[config.mk]
export PLATFORM = sky130hd
export DESIGN_NAME = aclint_memory_flat
export DESIGN_NICKNAME = d
export VERILOG_FILES = /design/src/rtl/aclint_if.sv /design/src/rtl/aclint_memory.sv /design/src/flat_wrapper.sv
export SDC_FILE = /design/constraint.sdc
export NUM_CORES = 1
export LEC_CHECK = 0
export ABC_AREA = 1
export CAP_MARGIN = 40
export CORE_MARGIN = 1
export CORE_UTILIZATION = 55
export CTS_CLUSTER_SIZE = 30
export DETAILED_ROUTE_END_ITERATION = 8
export GPL_ROUTABILITY_DRIVEN = 0
export MAX_ROUTING_LAYER = met4
export PLACE_DENSITY = 0.81
export SETUP_SLACK_MARGIN = 0.05
export SYNTH_ARGS = -nofsm -noshare
export SYNTH_HDL_FRONTEND = slang
export SYNTH_SLANG_ARGS = --single-unit
[constraint.sdc]
create_clock -name clk -period 4.2 [get_ports clk]
set_input_delay 0.84 -clock clk [delete_from_list [all_inputs] [get_ports clk]]
set_output_delay 0.84 -clock clk [all_outputs]
set_load 0.005 [all_outputs]
[src/rtl/aclint_if.sv]
// Level interrupt lines from the ACLINT to the CSR unit (mtip -> mip[7], msip -> mip[3]).
interface aclint_if;
    logic mtip;
    logic msip;

    modport master (output mtip, output msip);
    modport slave  (input  mtip, input  msip);
endinterface

[src/rtl/aclint_memory.sv]
// Machine-level ACLINT bus responder: free-running mtime, mtimecmp and MSIP, driving mtip/msip.
// Optional feature macro: ACLINT_MTIME_WRITE_EN (defined = MTIME writable with byte masks).
module aclint_memory #(
    parameter logic [63:0] BASE_ADDR  = 64'h0200_0000,
    parameter int          ADDR_WIDTH = 64,
    parameter int          MTIME_DIV  = 1
) (
    input  logic                  clk,
    input  logic                  rst,
    input  logic                  req_valid,
    output logic                  req_ready,
    input  logic [ADDR_WIDTH-1:0] req_addr,
    input  logic                  req_wen,
    input  logic [63:0]           req_wdata,
    input  logic [7:0]            req_wmask,
    output logic                  rsp_valid,
    output logic [63:0]           rsp_rdata,
    aclint_if.master              aclint
);

    localparam logic [ADDR_WIDTH-1:0] BASE_A       = ADDR_WIDTH'(BASE_ADDR);
    localparam logic [15:0]           DIV_LAST     = 16'(MTIME_DIV - 1);
    localparam logic [12:0]           IDX_MSIP     = 13'h0000;
    localparam logic [12:0]           IDX_MTIMECMP = 13'h0800;
    localparam logic [12:0]           IDX_MTIME    = 13'h17FF;

    logic [15:0] div_cnt_q,   div_cnt_d;
    logic [63:0] mtime_q,     mtime_d;
    logic [63:0] mtimecmp_q,  mtimecmp_d;
    logic        msip_q,      msip_d;
    logic        mtip_q,      mtip_d;
    logic        rsp_valid_q, rsp_valid_d;
    logic [63:0] rsp_rdata_q, rsp_rdata_d;

    logic [ADDR_WIDTH-1:0] offset;
    logic                  in_window;
    logic [12:0]           word_idx;
    logic                  sel_msip, sel_mtimecmp, sel_mtime;
    logic                  tick;
    logic [63:0]           mtime_inc;
    logic [63:0]           wmask_bits;
    logic                  unused_addr_bits;

    // Lower address bits select bytes within the 8-byte word and are not decoded.
    assign offset           = req_addr - BASE_A;
    assign unused_addr_bits = ^offset[2:0];
    assign in_window        = (req_addr >= BASE_A) && ((offset >> 16) == '0);
    assign word_idx         = offset[15:3];

    assign sel_msip     = req_valid && in_window && (word_idx == IDX_MSIP);
    assign sel_mtimecmp = req_valid && in_window && (word_idx == IDX_MTIMECMP);
    assign sel_mtime    = req_valid && in_window && (word_idx == IDX_MTIME);

    genvar gi;
    generate
        for (gi = 0; gi < 8; gi++) begin : g_wmask
            assign wmask_bits[gi*8 +: 8] = {8{req_wmask[gi]}};
        end
    endgenerate

    assign tick      = (div_cnt_q == DIV_LAST);
    assign mtime_inc = mtime_q + {63'd0, tick};

    always_comb begin
        div_cnt_d   = tick ? 16'd0 : div_cnt_q + 16'd1;
        mtime_d     = mtime_inc;
        mtimecmp_d  = mtimecmp_q;
        msip_d      = msip_q;
        mtip_d      = (mtime_q >= mtimecmp_q);
        rsp_valid_d = req_valid;
        rsp_rdata_d = 64'd0;

        if (req_wen) begin
            if (sel_mtimecmp) begin
                mtimecmp_d = (req_wdata & wmask_bits) | (mtimecmp_q & ~wmask_bits);
            end
            if (sel_msip && req_wmask[0]) begin
                msip_d = req_wdata[0];
            end
`ifdef ACLINT_MTIME_WRITE_EN
            // Bytes not enabled still carry this cycle's increment.
            if (sel_mtime) begin
                mtime_d = (req_wdata & wmask_bits) | (mtime_inc & ~wmask_bits);
            end
`endif
        end else begin
            if (sel_msip) begin
                rsp_rdata_d = {63'd0, msip_q};
            end else if (sel_mtimecmp) begin
                rsp_rdata_d = mtimecmp_q;
            end else if (sel_mtime) begin
                rsp_rdata_d = mtime_q;
            end
        end
    end

    always_ff @(posedge clk or negedge rst) begin
        if (!rst) begin
            div_cnt_q   <= 16'd0;
            mtime_q     <= 64'd0;
            mtimecmp_q  <= 64'hFFFF_FFFF_FFFF_FFFF;
            msip_q      <= 1'b0;
            mtip_q      <= 1'b0;
            rsp_valid_q <= 1'b0;
            rsp_rdata_q <= 64'd0;
        end else begin
            div_cnt_q   <= div_cnt_d;
            mtime_q     <= mtime_d;
            mtimecmp_q  <= mtimecmp_d;
            msip_q      <= msip_d;
            mtip_q      <= mtip_d;
            rsp_valid_q <= rsp_valid_d;
            rsp_rdata_q <= rsp_rdata_d;
        end
    end

    assign req_ready   = 1'b1;
    assign rsp_valid   = rsp_valid_q;
    assign rsp_rdata   = rsp_rdata_q;
    assign aclint.mtip = mtip_q;
    assign aclint.msip = msip_q;

endmodule

[src/flat_wrapper.sv]
// flat-port wrapper written by rule: the top's interface ports become plain ports
module aclint_memory_flat 
#(
    parameter logic [63:0] BASE_ADDR  = 64'h0200_0000,
    parameter int          ADDR_WIDTH = 64,
    parameter int          MTIME_DIV  = 1
)
  (clk, rst, req_valid, req_ready, req_addr, req_wen, req_wdata, req_wmask, rsp_valid, rsp_rdata, aclint_mtip, aclint_msip);
  aclint_if aclint_i ();
  input  logic clk;
  input  logic rst;
  input  logic req_valid;
  output logic req_ready;
  input  logic [ADDR_WIDTH-1:0] req_addr;
  input  logic req_wen;
  input  logic [63:0] req_wdata;
  input  logic [7:0] req_wmask;
  output logic rsp_valid;
  output logic [63:0] rsp_rdata;
  output wire logic [$bits(aclint_i.mtip)-1:0] aclint_mtip;
  output wire logic [$bits(aclint_i.msip)-1:0] aclint_msip;
  assign aclint_mtip = aclint_i.mtip;
  assign aclint_msip = aclint_i.msip;
  aclint_memory #(.BASE_ADDR(BASE_ADDR), .ADDR_WIDTH(ADDR_WIDTH), .MTIME_DIV(MTIME_DIV)) u_core (.clk(clk), .rst(rst), .req_valid(req_valid), .req_ready(req_ready), .req_addr(req_addr), .req_wen(req_wen), .req_wdata(req_wdata), .req_wmask(req_wmask), .rsp_valid(rsp_valid), .rsp_rdata(rsp_rdata), .aclint(aclint_i));
endmodule
==> impl_metrics.tcl <==
set metrics [dict create \
    cts_hold_buf 0 \
    startpoint "u_core.div_cnt_q[0]" \
    cts-buffers-inserted 24 \
    layout_common_cells "nand2_1, inv_1, nor2_1" \
    clkTransAtPathRegs_ns 0.06 \
    initial_core_util_pct 56.2 \
    dieHeight_um 160 \
    route.detailed.drc 0 \
    skew_ns 0.0115 \
    die_width_um 160 \
    power_density_nw_per_um2 261 \
    cts-root-buf "clkbuf_16" \
    path_buf_inv 4 \
    leakage_nw 7.60 \
    clock_latency_ns 0.52 \
    track_usage_pct 30.1 \
    grt_max_degree 100 \
    tns_ns 0 \
    ys_types 45 \
    cts_tree "done" \
    outcome "completed" \
    crit_fanout 6 \
    cts-htree-levels 1 \
    clock_sinks 211 \
    avgSynthCellArea_um2 7.28 \
    port_buffers 203 \
    grt_remaining_overflow 0 \
    antenna_left 0 \
    grt_pass1_wl_um 61600 \
    cap_violations 0 \
    fin_crit_sh_pct 91.8 \
    fp-row-count 57 \
    fmax_mhz 259 \
    critical_path.max_stage_delay_ns 0.40 \
    nNetsFinal 2285 \
    vias 13339 \
    rsz0062_at_grt "no" \
    die_area_um2 25600 \
    io_pins 208 \
    crit_type "flop to flop" \
    ys_warn_count 0 \
    hold_viol 0 \
    drt-pass1-iter-count 7 \
    drtIter0Drc 938 \
    cp-start-kind "flop" \
    ys_seq_area_share_pct 39.1 \
    drive_gt1_share_pct 8.12 \
    slew_headroom_pct 44.2 \
    postSynthCellCount 1884 \
    crit_required_ns 4.64 \
    max-vdd-ir-drop_v 0.000268 \
    layout.area.seq_um2 5360 \
    coreArea_um2 24400 \
    path_delay_family "simple AND/OR/NAND/NOR gates" \
    worst_slew_pin_slew_ns 0.837 \
    clk_path_buf_depth 3 \
    drt_wl_total_um 37700 \
    multiInputGateArea_um2 6950 \
    final_common_cell "nand2_1" \
    routed_via_density 5.51 \
    nFillCells 2004 \
    hpwl_um 27900 \
    slew_viol_final 0 \
    r2r-start "u_core.div_cnt_q[0]" \
    crit_path_frequent_cell "nand2_1" \
    syn_area_um2 13700 \
    antenna_found_initial 2 \
    grt_pass1_vias 13015 \
    wl_per_cell_um 15.6 \
    min_period_ns 3.86 \
    power_mw 4.40 \
    worstPathCellList "inv_1 -> ha_1 -> nand2_1 -> nor4_1 -> nand2_1 -> inv_1 -> ha_1 -> ha_1 -> nand2_1 -> nor2_2 -> nand4_1 -> buf_4 -> nor2_1 -> nand2_1 -> inv_1 -> nand4_1 -> nor3_2 -> nand2_1 -> nor2_1 -> xor2_1" \
    final-setup-viol-count 0 \
    holdCritPathClass "primary input to async pin" \
    ys_seq_elements 211 \
    cpMaxStageDelayCell "dfrtp_1" \
    crit_path_end_kind "flop" \
    crit_arrival_ns 4.30 \
    syn_to_final_growth_pct 22.7 \
    syn_nets 2093 \
]
metrics by stage:
| stage | setup WS (ns) | hold slack, ns | cell area (um2) | cells | utilization [%] |
|---|---|---|---|---|---|
| 2_1_floorplan | 0.951 | 0.430 | 13700 | 1884 | - |
| 6_report | 0.344 | 0.413 | 16800 | 2420 | 69.0 |
| 5_1_grt | 0.0950 | 0.457 | 16800 | 2420 | 69.0 |
| 3_3_place_gp | 0.246 | 0.449 | 16000 | 2372 | 65.5 |
| 4_1_cts | 0.199 | 0.448 | 16800 | 2416 | 68.7 |
| 3_5_place_dp | 0.112 | 0.453 | 16000 | 2372 | 65.5 |
path summary, 6_finish.rpt:
check	depth (start not counted)	slack, ns	end
min in group clk	2	0.46	flop
hold / removal	1	0.41	u_core.rsp_rdata[5]
setup reg to reg	20	0.34	u_core.mtime_q[56]
hold reg to reg	2	0.46	flop
setup / recovery	20	0.34	u_core.mtime_q[56]
max in group asynchronous	2	2.91	async pin
kinds of logic after synthesis:
kind of cell,Yosys count,share of synthesized area (%)
other,1,0.0274
AOI/OAI and AO/OA,120,4.79
and+or+nand+nor,1064,34.8
xor gates and xnor gates,69,4.41
DFF,211,39.1
adders and majority gates,69,6.30
buffers and inverters,350,10.6
final cells by class:
cell class,instances,area share [%]
Inverter,291,6.49
Sequential cell,211,31.9
Tap cell,324,2.41
Timing Repair Buffer,225,13.3
Multi-Input combinational cell,1323,41.3
Clock buffer,30,4.00
Antenna cell,2,0.0298
Clock inverter,14,0.588
power by group:
group | switching, mW | leakage (nW) | internal [mW]
combinational | 0.181 | 4.54 | 0.152
clock | 0.879 | 0.377 | 1.15
sequential | 0.000120 | 2.69 | 2.04
total | 1.06 | 7.60 | 3.34
what timing repair did:
item                       in CTS  in global routing
resized for setup               0                 10
setup endpoints to repair       0                 16
setup buffers                   0                  2
worst reg2reg max path, stage by stage (launching register included):
cell	delay [ns]
dfrtp_1	0.40
inv_1	0.10
ha_1	0.17
nand2_1	0.05
nor4_1	0.22
nand2_1	0.19
inv_1	0.16
ha_1	0.20
ha_1	0.19
nand2_1	0.07
nor2_2	0.20
nand4_1	0.18
buf_4	0.19
nor2_1	0.15
nand2_1	0.14
inv_1	0.13
nand4_1	0.24
nor3_2	0.29
nand2_1	0.16
nor2_1	0.17
xor2_1	0.19
routing by layer:
layer	global-route usage (%)	routed length, um	vias to the layer above
li1	-	-	6456
met1	38.0	15800	6213
met2	49.4	17900	593
met3	3.79	2910	77
met4	11.5	1130	0
met5	-	0	-
cell usage after synthesis, drive strengths merged:
master / n / area share (%)
nand2: 471 / 13
inv: 290 / 7.9
nor2: 253 / 7.6
dfrtp: 147 / 27
nand3: 142 / 5.3
nand4: 110 / 5.0
ha: 69 / 6.3
o21ai: 69 / 2.5
xor2: 66 / 4.2
dfstp: 64 / 12
nor3: 46 / 1.8
clkbuf: 33 / 0.90
a21oi: 30 / 1.1
buf: 26 / 1.7
nor4: 23 / 1.0
nand3b: 9 / 0.49
a211oi: 5 / 0.27
nor3b: 5 / 0.27
o21bai: 3 / 0.16
xnor2: 3 / 0.19
a21o: 2 / 0.11
a31oi: 2 / 0.091
and2: 2 / 0.091
and3: 2 / 0.091
o2111ai: 2 / 0.13
o211ai: 2 / 0.11
o221ai: 2 / 0.13
a21boi: 1 / 0.055
clkinv: 1 / 0.027
conb: 1 / 0.027
o21a: 1 / 0.055
o41ai: 1 / 0.064
or3: 1 / 0.046
Power figures use the tool's default switching activity.
